### src/rtl/connector_bist_ctrl.sv
// BIST sequencer for the Connector datapath: LFSR pattern source, latency-aligned MISR compaction, golden compare.
// Optional abort input/aborted output enabled by defining CONN_BIST_ABORT_EN.
module connector_bist_ctrl #(
  parameter int          NUM_PATTERNS = 63,
  parameter int          LATENCY      = 1,
  parameter logic [5:0]  SEED         = 6'h01,
  parameter logic [4:0]  GOLDEN_SIG   = 5'h00
) (
  input  logic       clk,
  input  logic       reset,
  input  logic       start,
  output logic [5:0] pat_out,
  input  logic [4:0] dut_out,
  output logic       busy,
  output logic       done,
  output logic       pass,
  output logic [4:0] signature
`ifdef CONN_BIST_ABORT_EN
  ,
  input  logic       abort,
  output logic       aborted
`endif
);

  localparam int PW = (LATENCY == 0) ? 1 : LATENCY;

  typedef enum logic [1:0] {IDLE, RUN, DRAIN, DONE} state_t;

  state_t          state;
  logic [5:0]      lfsr;
  logic [5:0]      cnt;
  logic [PW-1:0]   pipe;
  logic            cap;
  logic            abort_hit;
  logic [4:0]      misr_nxt;

  function automatic logic [5:0] lfsr_step(input logic [5:0] l);
    return {l[4:0], l[5] ^ l[4]};
  endfunction

  function automatic logic [4:0] misr_step(input logic [4:0] sig, input logic [4:0] d);
    return ({sig[3:0], 1'b0} ^ (sig[4] ? 5'b00101 : 5'b00000)) ^ d;
  endfunction

  // With zero latency the response belongs to the pattern on the bus this same cycle.
  always_comb begin
    cap      = (LATENCY == 0) ? (state == RUN) : pipe[PW-1];
    misr_nxt = cap ? misr_step(signature, dut_out) : signature;
  end

`ifdef CONN_BIST_ABORT_EN
  assign abort_hit = abort && ((state == RUN) || (state == DRAIN));
`else
  assign abort_hit = 1'b0;
`endif

  always_ff @(posedge clk) begin
    if (!reset) begin
      state     <= IDLE;
      lfsr      <= '0;
      cnt       <= '0;
      pipe      <= '0;
      pat_out   <= '0;
      busy      <= 1'b0;
      done      <= 1'b0;
      pass      <= 1'b0;
      signature <= '0;
`ifdef CONN_BIST_ABORT_EN
      aborted   <= 1'b0;
`endif
    end else begin
`ifdef CONN_BIST_ABORT_EN
      aborted <= 1'b0;
`endif
      pipe <= (pipe << 1) | PW'(state == RUN);
      if (abort_hit) begin
        // Partial signature is frozen; pending captures are discarded.
        state   <= IDLE;
        pipe    <= '0;
        pat_out <= '0;
        busy    <= 1'b0;
        done    <= 1'b0;
        pass    <= 1'b0;
`ifdef CONN_BIST_ABORT_EN
        aborted <= 1'b1;
`endif
      end else begin
        case (state)
          IDLE, DONE: begin
            if (start) begin
              state     <= RUN;
              pat_out   <= SEED;
              lfsr      <= lfsr_step(SEED);
              cnt       <= '0;
              pipe      <= '0;
              busy      <= 1'b1;
              done      <= 1'b0;
              pass      <= 1'b0;
              signature <= '0;
            end
          end
          RUN: begin
            signature <= misr_nxt;
            lfsr      <= lfsr_step(lfsr);
            pat_out   <= lfsr;
            cnt       <= cnt + 6'd1;
            if (cnt == 6'(NUM_PATTERNS - 1)) begin
              pat_out <= '0;
              cnt     <= '0;
              if (LATENCY == 0) begin
                state <= DONE;
                busy  <= 1'b0;
                done  <= 1'b1;
                pass  <= (misr_nxt == GOLDEN_SIG);
              end else begin
                state <= DRAIN;
              end
            end
          end
          DRAIN: begin
            signature <= misr_nxt;
            cnt       <= cnt + 6'd1;
            if (cnt == 6'(LATENCY - 1)) begin
              state <= DONE;
              busy  <= 1'b0;
              done  <= 1'b1;
              pass  <= (misr_nxt == GOLDEN_SIG);
            end
          end
          default: state <= IDLE;
        endcase
      end
    end
  end

endmodule
### config.mk
export PLATFORM = sky130hd
export DESIGN_NAME = connector_bist_ctrl
export DESIGN_NICKNAME = d
export VERILOG_FILES = /design/src/rtl/connector_bist_ctrl.sv
export SDC_FILE = /design/constraint.sdc
export NUM_CORES = 1
export LEC_CHECK = 0
export CAP_MARGIN = 20
export CORE_ASPECT_RATIO = 0.75
export CORE_UTILIZATION = 47
export DETAILED_ROUTE_END_ITERATION = 6
export HOLD_SLACK_MARGIN = 0.03
export PLACE_DENSITY_LB_ADDON = 0.15
export SETUP_SLACK_MARGIN = 0.05
export SLEW_MARGIN = 20
export SYNTH_ARGS = -nofsm -noshare
export SYNTH_HDL_FRONTEND = slang
export SYNTH_SLANG_ARGS = --single-unit
### constraint.sdc
create_clock -name clk -period 1.84 [get_ports clk]
set_clock_uncertainty 0.15 [all_clocks]
set_input_delay 0.184 -clock clk [delete_from_list [all_inputs] [get_ports clk]]
set_output_delay 0.184 -clock clk [all_outputs]
set_load 0.02 [all_outputs]
Word level (Yosys, flattened, before mapping)
Index checks and enable logic that the tools add are counted.
{"block": "op_classes", "mux": 26, "n_reduce_logical": 10, "addsub": 1, "bitwise": 3, "n_eq_ne": 7}
{"cell": "6-bit two-way mux", "n": 5}
{"cell": "6-bit case mux with 2 select lines", "n": 2}
{"cell": "6-bit case mux with 3 select lines", "n": 1}
{"cell": "5-bit two-way mux", "n": 2}
{"cell": "5-bit case mux with 2 select lines", "n": 1}
{"cell": "1-bit two-way mux", "n": 7}
{"cell": "6-bit by 1-bit adder with 6-bit output, second input constant", "n": 1}
{"cell": "6-bit equality test, second input constant", "n": 1}
{"cell": "6-bit logical NOT", "n": 1}
{"cell": "2-bit two-way mux", "n": 3}
{"cell": "1-bit case mux with 2 select lines", "n": 3}
{"cell": "2-bit case mux with 3 select lines", "n": 1}
{"cell": "3-bit AND reduction", "n": 2}
{"cell": "5-bit logical NOT", "n": 1}
{"cell": "5-bit by 3-bit XOR with 5-bit output", "n": 1}
{"cell": "5-bit XOR", "n": 1}
{"cell": "2-bit equality test, second input constant", "n": 2}
{"cell": "2-bit inequality test, second input constant", "n": 2}
{"cell": "2-bit nonzero test", "n": 2}
{"cell": "2-bit OR reduction", "n": 2}
{"cell": "3-bit two-way mux", "n": 1}
{"cell": "2-bit by 1-bit equality test with 1-bit output, second input constant", "n": 1}
{"cell": "2-bit logical NOT", "n": 1}
{"cell": "2-bit by 1-bit inequality test with 1-bit output, second input constant", "n": 1}
{"cell": "2 further kinds", "n": 2}
{"block": "totals", "ff_bits": 29}

Longest topological paths before layout
Gate-level depths: netlist (run 1).
{"block": "depth", "depth_word": 7, "ltp_mapped": 8, "ltp_nobuf": 6}

Worst setup path after synthesis (run 1)
OpenSTA, ideal clock, no wires.
{"block": "synth_timing", "kind": "flip-flop to flip-flop", "start": "register state[0]", "end": "register lfsr[0]", "required_ns": 1.625, "n_path_buf": 1, "synth_period_minus_slack_ns": 1.766, "t_arrival_ns": 1.551, "setup_time_ns": 0.065, "path_slack_ns": 0.074, "stages_incl_launch_ff": 7, "path_cell_list": "dfxtp_1 -> inv_1 -> ha_1 -> clkbuf_1 -> o21ai_1 -> a22oi_1 -> nor2_1"}
{"block": "synth_between", "elab_chain_len": 4, "word_cells_on_any_way": 8}
{"item": "start, declared", "line": "29", "rtl": "state_t state;"}
{"item": "start signal, assigned", "line": "59", "rtl": "state <= IDLE;"}
{"item": "start signal, assigned", "line": "78", "rtl": "state <= IDLE;"}
{"item": "start signal, assigned", "line": "91", "rtl": "state <= RUN;"}
{"item": "2-bit equality test or 2-bit logical NOT (tied branches)", "line": "88", "rtl": "case (state)"}
{"item": "2-bit OR reduction", "line": "88"}
{"item": "2-bit inequality test (no line) or 2-bit nonzero test (tied branches)"}
{"item": "2-bit AND reduction (no line)"}
{"item": "end signal, assigned", "line": "93", "rtl": "lfsr <= lfsr_step(SEED);"}
{"item": "end signal, assigned", "line": "104", "rtl": "lfsr <= lfsr_step(lfsr);"}
{"item": "end, declared", "line": "30", "rtl": "logic [5:0] lfsr;"}
Parallel ways exist; a longest one is shown, timed or not.
A chain may end at the register's enable or synchronous reset.

Final worst setup path (run 1)
{"block": "layout_timing", "start": "register state[0]", "end": "register cnt[5]"}
{"block": "layout_between", "elab_chain_len": 3, "word_cells_on_any_way": 7}
{"item": "2-bit equality test or 2-bit logical NOT (tied branches)", "line": "88"}
{"item": "2-bit OR reduction", "line": "88"}
{"item": "6-bit case mux with 3 select lines or 2-bit inequality test (tied branches)"}
{"item": "end signal, assigned", "line": "106", "rtl": "cnt <= cnt + 6'd1;"}
{"item": "end signal, assigned", "line": "122", "rtl": "cnt <= cnt + 6'd1;"}
{"item": "end, declared", "line": "31", "rtl": "logic [5:0] cnt;"}
Parallel ways exist; a longest one is shown, timed or not.

==> summary.json, run 1 <==
{
  "status": {
    "outcome": "complete, no violations"
  },
  "cts": {
    "cts.sink_count": 29,
    "cts_max_level": 2,
    "cts_made_buffers": 5,
    "cts_tree": "yes",
    "root_buffer": "sky130_fd_sc_hd__clkbuf_8",
    "cts_buffer_depth": 2,
    "clk_pin_slew_worst_paths_ns": 0.06,
    "clkLatencyLatePin_ns": 0.28
  },
  "sta": {
    "worst_slew_margin_rel_pct": 77.63,
    "report.final.setup_viol": 0,
    "max_clock_freq_ghz": 0.5758,
    "worst_slew_pin_slew_ns": 0.3328,
    "final_period_minus_worst_setup_slack_ns": 1.737,
    "hold_viol": 0,
    "maxSlewViolCount": 0,
    "timing.final.crit_share_pct": 94.39,
    "grt_setup_unrepaired": "true"
  },
  "route": {
    "drc": 0,
    "via_count": 1320,
    "vias_per_cell": 5.617,
    "detailedRoute.firstPassIterationCount": 4,
    "route.final.wire_length_mm": 3.333,
    "route.detailed.wl_per_inst_microns": 14.18,
    "drt_iter0_drc": 73,
    "final_antenna_net_count": 0
  },
  "placed_design": {
    "hpwl_mm": 2.300,
    "placedInstanceArea_sq_um": 1759,
    "placement.io_buffers": 21,
    "routabilityCongestion": 0.8745
  },
  "power_and_ir_drop": {
    "clkPwrFrac_pct": 22.7,
    "comb_power_share_pct": 45.8,
    "power_switching_mw": 0.9174,
    "powerDensity_nw_per_um2": 1318,
    "power.share.sequential_pct": 31.5,
    "ir_drop_mv": 1.118,
    "internal_power_summed_over_all_cells_mw": 1.603,
    "switching_share_pct": 36.40,
    "power_mw": 2.520,
    "leakage_nw": 0.7515
  },
  "cells_and_area": {
    "fill_cells": 207,
    "area_delta_synth_final_pct": 35.46,
    "num_antenna_cells": 0,
    "layout.cell_area.non_filler_sq_um": 1912,
    "post_route_cells_drive_above_1_share_pct": 19.60,
    "num-nets-final": 212
  },
  "critical_path": {
    "timing.critical_path.required_ns": 1.91,
    "timing.rr.start": "state[0]",
    "r2r_slack_ns": 0.10,
    "worstPathMaxFanout": 7,
    "crit_path_kind": "reg -> reg",
    "timing.critical_path.to_type": "register",
    "r2r_worst_path_depth": 6,
    "critical_path_arrival_ns": 1.80,
    "crit-reg2reg-capture": "cnt[5]",
    "worst_setup_path_start_kind": "register"
  },
  "hold_path": {
    "min_delay_worst_endpoint": "pat_out[5]",
    "hp-start": "pat_out[5]",
    "hold_path.class": "reg -> reg",
    "worstHoldPathCells": 2
  },
  "synth": {
    "ys_async_sr_fraction_pct": 0,
    "post-synth-top-count-cell": "sky130_fd_sc_hd__dfxtp_1",
    "synth_largest_type_area_fraction_pct": 41.13,
    "synth_top_cells_by_count": "sky130_fd_sc_hd__dfxtp_1, sky130_fd_sc_hd__nor2_1, sky130_fd_sc_hd__a22oi_1",
    "postSynthAreaPerCell_sq_um": 8.821,
    "synthDistinctLibCells": 41,
    "synth_area_sq_um": 1411,
    "mappedNetlistNets": 174,
    "dominantRegCellSynth": "sky130_fd_sc_hd__dfxtp_1",
    "yosys_warnings": 0,
    "synth-seq-cells": 29,
    "synth.yosys.seq_area_share_pct": 41.13,
    "synth_edf_count": 0,
    "netlist_top_cells_area": "sky130_fd_sc_hd__dfxtp_1, sky130_fd_sc_hd__nor2_1, sky130_fd_sc_hd__a22oi_1, sky130_fd_sc_hd__ha_1, sky130_fd_sc_hd__xor2_1",
    "synth_cells": 160,
    "synthDominantAreaCellType": "sky130_fd_sc_hd__dfxtp_1"
  },
  "floorplan": {
    "initial_cell_density_of_the_core_pct": 51.84,
    "fp-row-count": 16,
    "die_area_sq_um": 3228,
    "die_w_microns": 65.28,
    "fp.dieH_microns": 49.46,
    "top_level_ports": 22,
    "core_sq_um": 2723
  },
  "grt": {
    "globalRouteTotalUtil_pct": 23.22,
    "antenna_violations_before_repair": 0,
    "grt_first_pass_wirelength_mm": 5.630,
    "first_global_vias": 1262,
    "grt_max_degree": 24,
    "grt.overflow.total": 0
  },
  "run": {
    "drv_cap": 0
  }
}
-- cell families (layout without fill, tap and decap cells) --
kind of cell               after synthesis  in the layout  synth area share, %
DFF                                     29             29                41.13
muxes                                    3              3                2.128
adders and majority gates                6              6                5.319
AOI/OAI and AO/OA                       40             40                20.39
xor gates and xnor gates                 6              6                4.787
buffers and inverters                   14             53                3.812
and+or+nand+nor                         62             62                22.43
-- cells in the final DEF, fill, tap and decap left out, types with 4 or more instances in the layout --
master / netlist / layout
sky130_fd_sc_hd__a21oi_1: 8 / 8
sky130_fd_sc_hd__xor2_1: 5 / 5
sky130_fd_sc_hd__a32oi_1: 4 / 4
sky130_fd_sc_hd__clkbuf_8: 0 / 7
sky130_fd_sc_hd__dfxtp_1: 29 / 26
sky130_fd_sc_hd__inv_1: 7 / 7
sky130_fd_sc_hd__nand3_1: 6 / 6
sky130_fd_sc_hd__a22oi_1: 10 / 10
sky130_fd_sc_hd__buf_4: 0 / 17
sky130_fd_sc_hd__nand2_1: 9 / 9
sky130_fd_sc_hd__nor2_1: 22 / 22
sky130_fd_sc_hd__nor3_1: 5 / 5
sky130_fd_sc_hd__clkdlybuf4s50_1: 0 / 21
-- worst max-delay path by stage --
stage          startpoint            to  slack (ns)  cells past startpoint
3_3_place_gp     state[0]        cnt[5]        0.04                      6
3_5_place_dp     state[0]  signature[3]       -0.06                      7
2_1_floorplan    state[0]       lfsr[0]        0.07                      6
6_report         state[0]        cnt[5]        0.10                      6
4_1_cts          state[0]        cnt[5]        0.09                      6
5_1_grt          state[0]        cnt[5]       0.002                      6
-- registers in the layout, summed over array words and instances, names as in the netlist --
name,flops
cap,1
cnt,6
busy,1
pass,1
done,1
state,2
signature,5
pat_out,6
lfsr,6
-- timing repair --
item | CTS | global route
gates resized for setup | 5 | 7
endpoints found under the hold margin | 0 | 0
hold buffers | 0 | 0
setup buffers | 1 | 0
endpoints found under the setup margin | 8 | 8
pin swaps | 0 | 1
-- through the flow --
step                utilization (%)  setup WS, ns  hold slack [ns]  setup TNS (ns)  instances
floorplan                         -       0.07387           0.2890               0        160
global placement              64.61       0.04438           0.2927               0        226
detailed placement            64.61      -0.06220           0.3156        -0.08884        226
CTS                           69.58       0.09195           0.3226               0        235
global route                  70.22      0.002229           0.3472               0        235
finish                        70.22        0.1033           0.3111               0        235
-- power groups by stage --
stage               Combinational [mW]  Clock (mW)  Sequential, mW
floorplan                        0.599           0           0.841
global placement                  1.02           0           0.798
detailed placement                1.05           0           0.801
CTS                               1.13       0.584           0.793
global route                      1.26       0.610           0.805
finish                            1.15       0.573           0.794
-- per-layer routing --
layer	track usage (%)	share of wire [%]	vias to the layer above
li1	-	-	653
met1	32.27	48	626
met2	34.71	45	32
met3	6.250	5.2	9
met4	7.609	1.6	0
met5	0	0	-
-- layout make-up --
| cell class | instances | area [sq um] | share of cell area (%) |
|---|---|---|---|
| multi-input combinational | 117 | 817.0 | 42.74 |
| inverter | 7 | 26.28 | 1.374 |
| timing repair buffer | 38 | 337.8 | 17.67 |
| tap | 36 | 45.04 | 2.356 |
| sequential | 29 | 584.3 | 30.56 |
| clock inverter | 1 | 5.005 | 0.2618 |
| clock buffer | 7 | 96.34 | 5.039 |
-- critical path: stages, from the launching register on --
cell and delay, ns:
sky130_fd_sc_hd__dfxtp_1 0.33, sky130_fd_sc_hd__inv_1 0.07, sky130_fd_sc_hd__ha_4 0.26, sky130_fd_sc_hd__o21bai_2 0.23, sky130_fd_sc_hd__a21o_1 0.18, sky130_fd_sc_hd__or3_1 0.34, sky130_fd_sc_hd__a31oi_1 0.12
Note: power is estimated with default switching activity, not from simulation.
==> run 2, diff against run 1 <==
--- a/config.mk
+++ b/config.mk
@@ -12,7 +12,6 @@
 export HOLD_SLACK_MARGIN = 0.03
 export PLACE_DENSITY_LB_ADDON = 0.15
 export SETUP_SLACK_MARGIN = 0.05
-export SLEW_MARGIN = 20
 export SYNTH_ARGS = -nofsm -noshare
 export SYNTH_HDL_FRONTEND = slang
 export SYNTH_SLANG_ARGS = --single-unit
==> results of run 2 <==
No change in the layout: final DEF, timing and power equal those of run 1.
